## config.mk

```make
export PLATFORM = sky130hd
export DESIGN_NAME = if_prefetch
export DESIGN_NICKNAME = d
export VERILOG_FILES = /design/src/rtl/core_pkg.sv /design/src/rtl/if_fifo.sv /design/src/rtl/if_prefetch.sv
export SDC_FILE = /design/constraint.sdc
export NUM_CORES = 1
export LEC_CHECK = 0
export CAP_MARGIN = 10
export CORE_UTILIZATION = 57
export CTS_CLUSTER_SIZE = 8
export DETAILED_ROUTE_END_ITERATION = 12
export GPL_ROUTABILITY_DRIVEN = 0
export PLACE_DENSITY_LB_ADDON = 0.2
export SLEW_MARGIN = 20
export SYNTH_ARGS = -nofsm -noshare
export SYNTH_HDL_FRONTEND = slang
export SYNTH_HIERARCHICAL = 1
export SYNTH_SLANG_ARGS = --single-unit
export TNS_END_PERCENT = 30
```

## constraint.sdc

```tcl
create_clock -name clk -period 8 [get_ports clk]
set_input_delay 2 -clock clk [delete_from_list [all_inputs] [get_ports clk]]
set_output_delay 2 -clock clk [all_outputs]
set_load 0.02 [all_outputs]
```

## src/rtl/core_pkg.sv

```systemverilog
// core_pkg: types and constants shared by the RV32I instruction-fetch front end.
package core_pkg;

    // Fetch FSM states.
    typedef enum logic [0:0] {
        IF_FETCH = 1'b0,
        IF_DRAIN = 1'b1
    } if_state_t;

    // Bytes per instruction word; every sequential fetch advances the PC by this.
    localparam int unsigned INSTR_BYTES = 4;

    // Default first fetch address after reset.
    localparam logic [31:0] DEFAULT_RESET_PC = 32'h0000_0000;

endpackage

```

## src/rtl/if_fifo.sv

```systemverilog
// if_fifo: synchronous prefetch buffer. A clear wins over both push and pop.
// The head reads as zero while the buffer is empty.
module if_fifo
    import core_pkg::*;
#(
    parameter int unsigned WIDTH = 64,
    parameter int unsigned DEPTH = 4
) (
    input  logic                       clk,
    input  logic                       rst_n,
    input  logic                       push,
    input  logic [WIDTH-1:0]           push_data,
    input  logic                       pop,
    input  logic                       clear,
    output logic [$clog2(DEPTH+1)-1:0] count,
    output logic [WIDTH-1:0]           head
);

    localparam int unsigned AW = $clog2(DEPTH);
    localparam int unsigned CW = $clog2(DEPTH + 1);
    localparam logic [CW-1:0] FULL = CW'(DEPTH);

    logic [WIDTH-1:0] mem_q [DEPTH];
    logic [AW-1:0]    wr_ptr_q, wr_ptr_d;
    logic [AW-1:0]    rd_ptr_q, rd_ptr_d;
    logic [CW-1:0]    count_q, count_d;
    logic             pop_eff;

    assign pop_eff = pop && !clear && (count_q != '0);

    // Pointer and occupancy update; clear resets everything to empty.
    always_comb begin
        wr_ptr_d = wr_ptr_q;
        rd_ptr_d = rd_ptr_q;
        count_d  = count_q;
        if (clear) begin
            wr_ptr_d = '0;
            rd_ptr_d = '0;
            count_d  = '0;
        end else begin
            if (push) begin
                wr_ptr_d = wr_ptr_q + 1'b1;
            end
            if (pop_eff) begin
                rd_ptr_d = rd_ptr_q + 1'b1;
            end
            case ({push, pop_eff})
                2'b10:   count_d = count_q + 1'b1;
                2'b01:   count_d = count_q - 1'b1;
                default: count_d = count_q;
            endcase
        end
    end

    // Pointer and occupancy registers.
    always_ff @(posedge clk or negedge rst_n) begin
        if (!rst_n) begin
            wr_ptr_q <= '0;
            rd_ptr_q <= '0;
            count_q  <= '0;
        end else begin
            wr_ptr_q <= wr_ptr_d;
            rd_ptr_q <= rd_ptr_d;
            count_q  <= count_d;
        end
    end

    // Entry storage; contents only matter while counted as occupied, so no reset.
    always_ff @(posedge clk) begin
        if (push && !clear) begin
            mem_q[wr_ptr_q] <= push_data;
        end
    end

    assign count = count_q;
    assign head  = (count_q != '0) ? mem_q[rd_ptr_q] : '0;

    // The credit check upstream must make a push into a full buffer impossible.
    a_no_overflow: assert property (@(posedge clk) disable iff (!rst_n)
        !(push && !clear && !pop_eff && (count_q == FULL)));

endmodule

```

## src/rtl/if_prefetch.sv

```systemverilog
// if_prefetch: credit-limited instruction prefetch front end between the
// instruction-memory port and decode. Sequential word fetches run ahead of
// consumption; a redirect flushes the buffer and discards in-flight responses.
// Optional feature macro: IF_PREFETCH_PERF_EN adds saturating counters
// perf_fetched (pops) and perf_dropped (responses discarded by a redirect).
//
// state    | meaning
// ---------+-----------------------------------------------------------------
// IF_FETCH | issue requests while buffer + in-flight < DEPTH; push responses
// IF_DRAIN | no requests; swallow stale responses until none are in flight
module if_prefetch
    import core_pkg::*;
#(
    parameter int unsigned     XLEN     = 32,
    parameter int unsigned     DEPTH    = 4,
    parameter logic [XLEN-1:0] RESET_PC = XLEN'(DEFAULT_RESET_PC)
) (
    input  logic            clk,
    input  logic            reset,
    input  logic            redirect_valid,
    input  logic [XLEN-1:0] redirect_pc,
    output logic            imem_req_valid,
    input  logic            imem_req_ready,
    output logic [XLEN-1:0] imem_addr,
    input  logic            imem_rsp_valid,
    input  logic [XLEN-1:0] imem_rsp_data,
    output logic            instr_valid,
    input  logic            instr_ready,
    output logic [XLEN-1:0] instr,
    output logic [XLEN-1:0] instr_pc
`ifdef IF_PREFETCH_PERF_EN
    ,
    output logic [31:0]     perf_fetched,
    output logic [31:0]     perf_dropped
`endif
);

    localparam int unsigned     CW      = $clog2(DEPTH + 1);
    localparam logic [CW:0]     DEPTH_C = (CW + 1)'(DEPTH);
    localparam logic [XLEN-1:0] STEP    = XLEN'(INSTR_BYTES);

    if_state_t       state_q, state_d;
    logic [XLEN-1:0] fetch_pc_q, fetch_pc_d;
    logic [XLEN-1:0] rsp_pc_q, rsp_pc_d;
    logic [CW-1:0]   outstanding_q, outstanding_d;
    logic            run_q;

    logic [CW-1:0]   fifo_count;
    logic [2*XLEN-1:0] fifo_head;
    logic [CW:0]     credit_used;
    logic [XLEN-1:0] redir_pc;
    logic            req_fire;
    logic            push;
    logic            pop;

    // Low address bits of a redirect target are ignored: fetches are word aligned.
    logic unused_redirect_lsbs;
    assign unused_redirect_lsbs = ^redirect_pc[1:0];
    assign redir_pc = {redirect_pc[XLEN-1:2], 2'b00};

    // run_q holds requests off while reset is asserted, keeping the request
    // strobe a pure register function.
    assign credit_used    = {1'b0, fifo_count} + {1'b0, outstanding_q};
    assign imem_req_valid = run_q && (state_q == IF_FETCH) && (credit_used < DEPTH_C);
    assign imem_addr      = fetch_pc_q;
    assign req_fire       = imem_req_valid && imem_req_ready;

    assign instr_valid = (fifo_count != '0);
    assign pop         = instr_valid && instr_ready;
    assign push        = (state_q == IF_FETCH) && imem_rsp_valid && !redirect_valid;
    assign {instr_pc, instr} = fifo_head;

    // Next-state logic: credit accounting, PC advance, redirect and drain handling.
    always_comb begin
        state_d       = state_q;
        fetch_pc_d    = fetch_pc_q;
        rsp_pc_d      = rsp_pc_q;
        outstanding_d = outstanding_q;

        if (req_fire && !imem_rsp_valid) begin
            outstanding_d = outstanding_q + 1'b1;
        end else if (!req_fire && imem_rsp_valid) begin
            outstanding_d = outstanding_q - 1'b1;
        end

        if (req_fire) begin
            fetch_pc_d = fetch_pc_q + STEP;
        end

        if (redirect_valid) begin
            fetch_pc_d = redir_pc;
            rsp_pc_d   = redir_pc;
            state_d    = (outstanding_d != '0) ? IF_DRAIN : IF_FETCH;
        end else begin
            case (state_q)
                IF_FETCH: begin
                    if (imem_rsp_valid) begin
                        rsp_pc_d = rsp_pc_q + STEP;
                    end
                end
                IF_DRAIN: begin
                    if (outstanding_d == '0) begin
                        state_d = IF_FETCH;
                    end
                end
                default: state_d = IF_FETCH;
            endcase
        end
    end

    // State, PC and credit registers.
    always_ff @(posedge clk or negedge reset) begin
        if (!reset) begin
            state_q       <= IF_FETCH;
            fetch_pc_q    <= RESET_PC;
            rsp_pc_q      <= RESET_PC;
            outstanding_q <= '0;
            run_q         <= 1'b0;
        end else begin
            state_q       <= state_d;
            fetch_pc_q    <= fetch_pc_d;
            rsp_pc_q      <= rsp_pc_d;
            outstanding_q <= outstanding_d;
            run_q         <= 1'b1;
        end
    end

    if_fifo #(
        .WIDTH (2 * XLEN),
        .DEPTH (DEPTH)
    ) u_fifo (
        .clk       (clk),
        .rst_n     (reset),
        .push      (push),
        .push_data ({rsp_pc_q, imem_rsp_data}),
        .pop       (pop),
        .clear     (redirect_valid),
        .count     (fifo_count),
        .head      (fifo_head)
    );

`ifdef IF_PREFETCH_PERF_EN
    logic [31:0] perf_fetched_q;
    logic [31:0] perf_dropped_q;
    logic        drop;

    assign drop = imem_rsp_valid && (redirect_valid || (state_q == IF_DRAIN));

    // Saturating event counters for pops and discarded responses.
    always_ff @(posedge clk or negedge reset) begin
        if (!reset) begin
            perf_fetched_q <= '0;
            perf_dropped_q <= '0;
        end else begin
            if (pop && (perf_fetched_q != '1)) begin
                perf_fetched_q <= perf_fetched_q + 1'b1;
            end
            if (drop && (perf_dropped_q != '1)) begin
                perf_dropped_q <= perf_dropped_q + 1'b1;
            end
        end
    end

    assign perf_fetched = perf_fetched_q;
    assign perf_dropped = perf_dropped_q;
`endif

endmodule

```

### After elaboration in Yosys (flattened, before gate mapping)

Memories as Yosys holds them, arrays and structs flattened.
Cells that the tools add are included.

* flip-flop bits (word level): 76
* bits in latches: 0
* memory bits (writable): 256
* bits in read-only memories: 0
* input bits: 70
* output and inout port bits: 98
* logic and storage cells: 66
* memories: 1

* add/subtract/negate cells: 9
* multiply operators: 0
* divide/modulo/power cells: 0
* order comparisons: 1
* equality and inequality tests: 3
* shifts and indexed selects: 0
* muxes and demuxes: 20
* bitwise logic cells: 1
* reduce and logical (&&, ||, !) cells: 23

Memory list
* u_fifo.mem_q: words 4, bits a word 64, rd ports 1, clocked after Yosys merged registers in 0, write ports 1, RTL line if_fifo.sv:23 `logic [WIDTH-1:0] mem_q [DEPTH];`

Operators with widths (count)
* two-way mux 32 bit: 5
* adder 32 x 3 -> 32 bit (second input constant): 2
* two-way mux 64 bit: 1
* logical AND 1 bit: 11
* two-way mux 3 bit: 3
* nonzero test 3 bit: 3
* two-way mux 2 bit: 4
* nonzero test 2 bit: 4
* adder 3 x 1 -> 3 bit (second input constant): 2
* two-way mux 1 bit: 6
* one-hot mux 3 bit (2 select lines): 1
* subtractor 3 x 1 -> 3 bit (second input constant): 2
* adder 2 x 1 -> 2 bit (second input constant): 2
* adder 3 x 3 -> 4 bit: 1
* < comparator 4 x 3 -> 1 bit (second input constant): 1
* logical NOT 1 bit: 3
* logical NOT 3 bit: 1
* == test 2 x 1 -> 1 bit (second input constant): 1
* == test 2 bit (second input constant): 1
* != test 2 bit (second input constant): 1
* AND reduction 2 bit: 1
* NOT 1 bit: 1

### Longest topological paths before layout

* depth in word-level cells: 12
* gate-level depth with buffers: 10
* depth with buffers taken out: 8

### Cells and area by module

The synthesis kept the hierarchy.

Modules (own cells, without submodules)
* if_fifo: instances 1, cells each 452, area an instance 10152.2 sq um, sequential area each 7862.5 sq um
* if_prefetch: instances 1, cells each 376, area an instance 3814.9 sq um, sequential area each 1626.6 sq um

### Least setup slack after synthesis

OpenSTA, ideal clock, no wires.

* path type: in2reg
* from: input redirect_valid
* to: memory u_fifo.mem_q[0][0], enable pin
* setup time: 429 ps
* arrival: 4815 ps
* required time: 7571 ps
* slack: 2756 ps
* cell stages on the path: 7
* buffers on the path: 3
* path through: inv_1 > clkbuf_1 > clkbuf_1 > and2_1 > buf_2 > nor2b_1 > and2_1

* word-level cells in the longest chain between the ends: 5

RTL lines
* from (decl): RTL line if_prefetch.sv:20 `input logic redirect_valid,`
* logical NOT 1 bit: RTL line if_prefetch.sv:70 `assign push = (state_q == IF_FETCH) && imem_rsp_valid && !redirect_valid;`
* logical AND 1 bit: RTL line if_prefetch.sv:70
* net push: RTL line if_prefetch.sv:53 `logic push;`
* logical AND 1 bit: RTL line if_fifo.sv:70 `if (push && !clear) begin`
* two-way mux 1 bit: RTL line if_fifo.sv:70
* two-way mux 1 bit (implied by the code): RTL line if_fifo.sv:71 `mem_q[wr_ptr_q] <= push_data;`
* to (decl): RTL line if_fifo.sv:23

The timed path passes the listed nets, and every way through them passes these cells.

### Final worst setup path

* from: register u_fifo.rd_ptr_q[0]
* to: output instr_pc[13]

* word-level cells in the longest chain between the ends: 2

RTL lines
* from (decl): RTL line if_fifo.sv:25 `logic [AW-1:0] rd_ptr_q, rd_ptr_d;`
* from (signal assigned): RTL line if_fifo.sv:63 `rd_ptr_q <= rd_ptr_d;`
* memory read (4 x 64 bit)
* two-way mux 64 bit: RTL line if_fifo.sv:76 `assign head = (count_q != '0) ? mem_q[rd_ptr_q] : '0;`
* to (decl): RTL line if_prefetch.sv:30 `output logic [XLEN-1:0] instr_pc`

No other way between the ends.

==> run_results.csv <==
group,metric,value,unit
worst_setup_path,cp_slowest_stage_delay,0.97,ns
synthesis,ys.warnings.count,6,
timing,hold-worst-slack,0.501,ns
timing,worstMarginPinSlew,1.03,ns
worst_setup_path,r2r-end,"u_fifo/mem_q[1][20]$_DFFE_PP_",
clocking,cts.clk_slew.worst_paths,0.05,ns
synthesis,ys.flop_type,"edfxtp_1",
synthesis,ys_seq_elements,328,
pwr,ir_drop,0.147,mV
clocking,cts.hold.buffers_added,0,
clocking,cts_buffers,46,
timing,finalCritPeriodShare,67.5,%
synthesis,synth_common_cells,"edfxtp_1, dfrtp_1, nor2b_1",
global_route,grt_pass1_wl,42.9,mm
timing,period_needed,5.40,ns
floorplan,fp-row-count,56,
synthesis,yosysTopAreaCell,"edfxtp_1",
timing,setup_ws,2.60,ns
pwr,leakage,5.73,nW
timing,rsz0062_at_grt,"no",
synthesis,synth_area_per_cell,16.9,um^2
timing,slew_headroom,31.3,%
global_route,grt_use_met2,35.7,%
global_route,grt_usage,22.7,%
global_route,grt_pass1_vias,7746,
synthesis,synth_top_area_share,55.0,%
routing,first_pass_iters,5,
synthesis,yosysMostFrequentCell,"edfxtp_1",
clocking,numClockSinks,328,
clocking,root_buffer,"clkbuf_16",
worst_hold_path,min_from,"outstanding_q[2]$_DFF_PN0_",
global_route,grt.met1_usage,32.7,%
worst_hold_path,min_delay_path_depth,1,
place,post-place-ws,2.07,ns
timing,finClkSkew,0.0125,ns
clocking,clock_insertion_delay_worst_skew,0.53,ns
routing,drc,0,
worst_setup_path,r2r_slack,4.64,ns
timing,setup_tns,0,ns
final_layout,syn_to_final_growth,22.9,%
worst_setup_path,worstPathRequired,6.00,ns
synthesis,synth.distinct_cells,56,
timing,final_max_slew_viol_count,0,
worst_hold_path,hold_end,"outstanding_q[2]$_DFF_PN0_",
synthesis,synth_edf_count,256,
clocking,cts_tree,"done",
worst_setup_path,cp-start-kind,"register",
pwr,p_total,4.13,mW
floorplan,die_y,159,um
worst_setup_path,endpoint_kind,"primary output",
final_layout,fill_cells,1488,
synthesis,synthCells,828,
routing,ant_nets,0,
routing,wire_per_inst,20.3,um
routing,routed_wl,27.4,mm
final_layout,drive_above_1_share,16.5,%
global_route,grt_max_degree,73,
routing,drtIter0Drc,506,
clocking,clockBufferDepth,3,
synthesis,synth_area_leaders,"edfxtp_1, dfrtp_1, mux4_2",
synthesis,ys_seq_area_share,67.9,%
global_route,antenna_found_initial,0,
global_route,busiest_layer,"met2",
place,port_buffers,163,
worst_setup_path,path_max_fanout,43,
worst_hold_path,hold_class,"register to register",
timing,hold_viol,0,
floorplan,ioPinCount,168,
synthesis,synthesis.area,14000,um^2
timing,max_freq,185,MHz
final_layout,multi_input_area,4270,um^2
worst_setup_path,reg2reg_from,"state_q$_DFF_PN0_",
global_route,grt_util_met3,4.46,%
floorplan,start_util,58.8,%
final_layout,register_area,9490,um^2
status,status,"finished, final reports clean",
routing,vias,7797,
pwr,power_density,241,nW/um^2
worst_setup_path,worstPathCellList,"buf_4 -> mux4_2 -> nor2b_1 -> clkdlybuf4s50_1",
floorplan,core,23800,um^2
clocking,ctsResizeCount,0,
synthesis,synthArstFlopShare,22.0,%
clocking,postCtsSetupBuffers,0,
worst_setup_path,critPathKind,"register to primary output",
worst_setup_path,crit_arrival,3.40,ns
global_route,grt_remaining_overflow,0,
final_layout,finish.net_count,1100,
final_layout,antennaDiodeCount,0,
worst_setup_path,cp_slowest_cell,"dfrtp_4",
floorplan,fp.dieArea,25100,um^2
routing,vias_per_cell,5.77,
clocking,ctsHtreeMaxLevel,2,
run,maxCapViolCount,0,
timing,finalSetupViolations,0,
place,hpwl,16.4,mm
floorplan,die_w,159,um
worst_setup_path,worst_r2r_path_depth,5,
## worst max path at each step
stage,from,endpoint,slack (ns),cells past startpoint
floorplan,redirect_valid,u_fifo/mem_q[0][0]$_DFFE_PP_,2.76,7
global placement,redirect_valid,u_fifo/mem_q[3][37]$_DFFE_PP_,2.13,8
detailed placement,redirect_valid,u_fifo/mem_q[3][37]$_DFFE_PP_,2.07,8
CTS,u_fifo/rd_ptr_q[0]$_DFFE_PN0P_,instr_pc[13],2.47,4
global route,u_fifo/rd_ptr_q[0]$_DFFE_PN0P_,instr[28],2.33,4
finish,u_fifo/rd_ptr_q[0]$_DFFE_PN0P_,instr_pc[13],2.60,4
## state kept, by name (all words and copies together) (netlist names)
name             cells
imem_addr           30
outstanding_q        3
rsp_pc_q            30
run_q                1
state_q              1
u_fifo/count         3
u_fifo/mem_q       256
u_fifo/rd_ptr_q      2
u_fifo/wr_ptr_q      2
## final cells by class
cell class	count	share of cell area (%)
flip-flops and latches	328	55.3
multi-input cells	459	24.8
repair buffers	175	10.0
clock buffers	60	7.14
well taps	319	2.33
inverters	9	0.197
clock inverters	2	0.190
## cell families after synthesis
| logic type | Yosys count | synth area share (%) |
|---|---|---|
| flops | 328 | 67.9 |
| simple gates | 231 | 10.0 |
| mux | 94 | 12.7 |
| xor+xnor | 63 | 3.95 |
| buf+inv | 50 | 1.85 |
| compound gates | 49 | 2.45 |
| fa+ha+maj | 11 | 1.04 |
| other cells | 2 | 0.0538 |
## metal layers
layer,vias to the layer above,wire [um]
met3,36,1570
met2,245,13100
met1,3959,12300
li1,3557,-
met4,0,437
met5,-,0
## power by group
part           internal [mW]  switching, mW
logic                  0.209          0.221
clock network           1.05          0.652
registers               1.92         0.0842
## through the flow
stage / utilization (%) / std cells / instance area, um^2
2_1_floorplan: - / 837 / 14000
3_3_place_gp: 67.0 / 1290 / 15900
3_5_place_dp: 67.0 / 1290 / 15900
4_1_cts: 72.3 / 1352 / 17200
5_1_grt: 72.3 / 1352 / 17200
6_report: 72.3 / 1352 / 17200
## placed cells by master, fill, tap and decap left out, types with 2 or more instances in the layout
| cell | instances |
|---|---|
| nand2b_1 | 10 |
| or3_1 | 4 |
| clkbuf_16 | 47 |
| clkdlybuf4s50_1 | 162 |
| mux2_2 | 28 |
| dfrtp_1 | 70 |
| nand4_1 | 30 |
| inv_1 | 8 |
| and3_1 | 11 |
| a21oi_1 | 12 |
| and2_2 | 4 |
| nor3b_1 | 2 |
| and2_1 | 4 |
| a31oi_1 | 4 |
| nand3_1 | 22 |
| nand2_1 | 22 |
| clkinv_8 | 2 |
| mux2i_1 | 2 |
| xnor2_1 | 29 |
| nor3_4 | 2 |
| nor4_2 | 2 |
| nor4b_1 | 2 |
| conb_1 | 11 |
| and3b_1 | 2 |
| xor2_1 | 34 |
| o21ai_0 | 5 |
| ha_1 | 10 |
| nor3_1 | 10 |
| nor2b_1 | 66 |
| a21boi_0 | 17 |
| clkbuf_1 | 13 |
| edfxtp_1 | 256 |
| mux4_2 | 64 |
| and4_1 | 8 |
| nor2_1 | 21 |
| buf_4 | 12 |
## critical path: cells and delay by family (launching register included)
family        cells  cell delay [ns]
buf+inv           2             1.15
mux               1             0.55
flops             1             0.97
simple gates      1             0.18
Note: power is estimated with default switching activity, not from simulation.
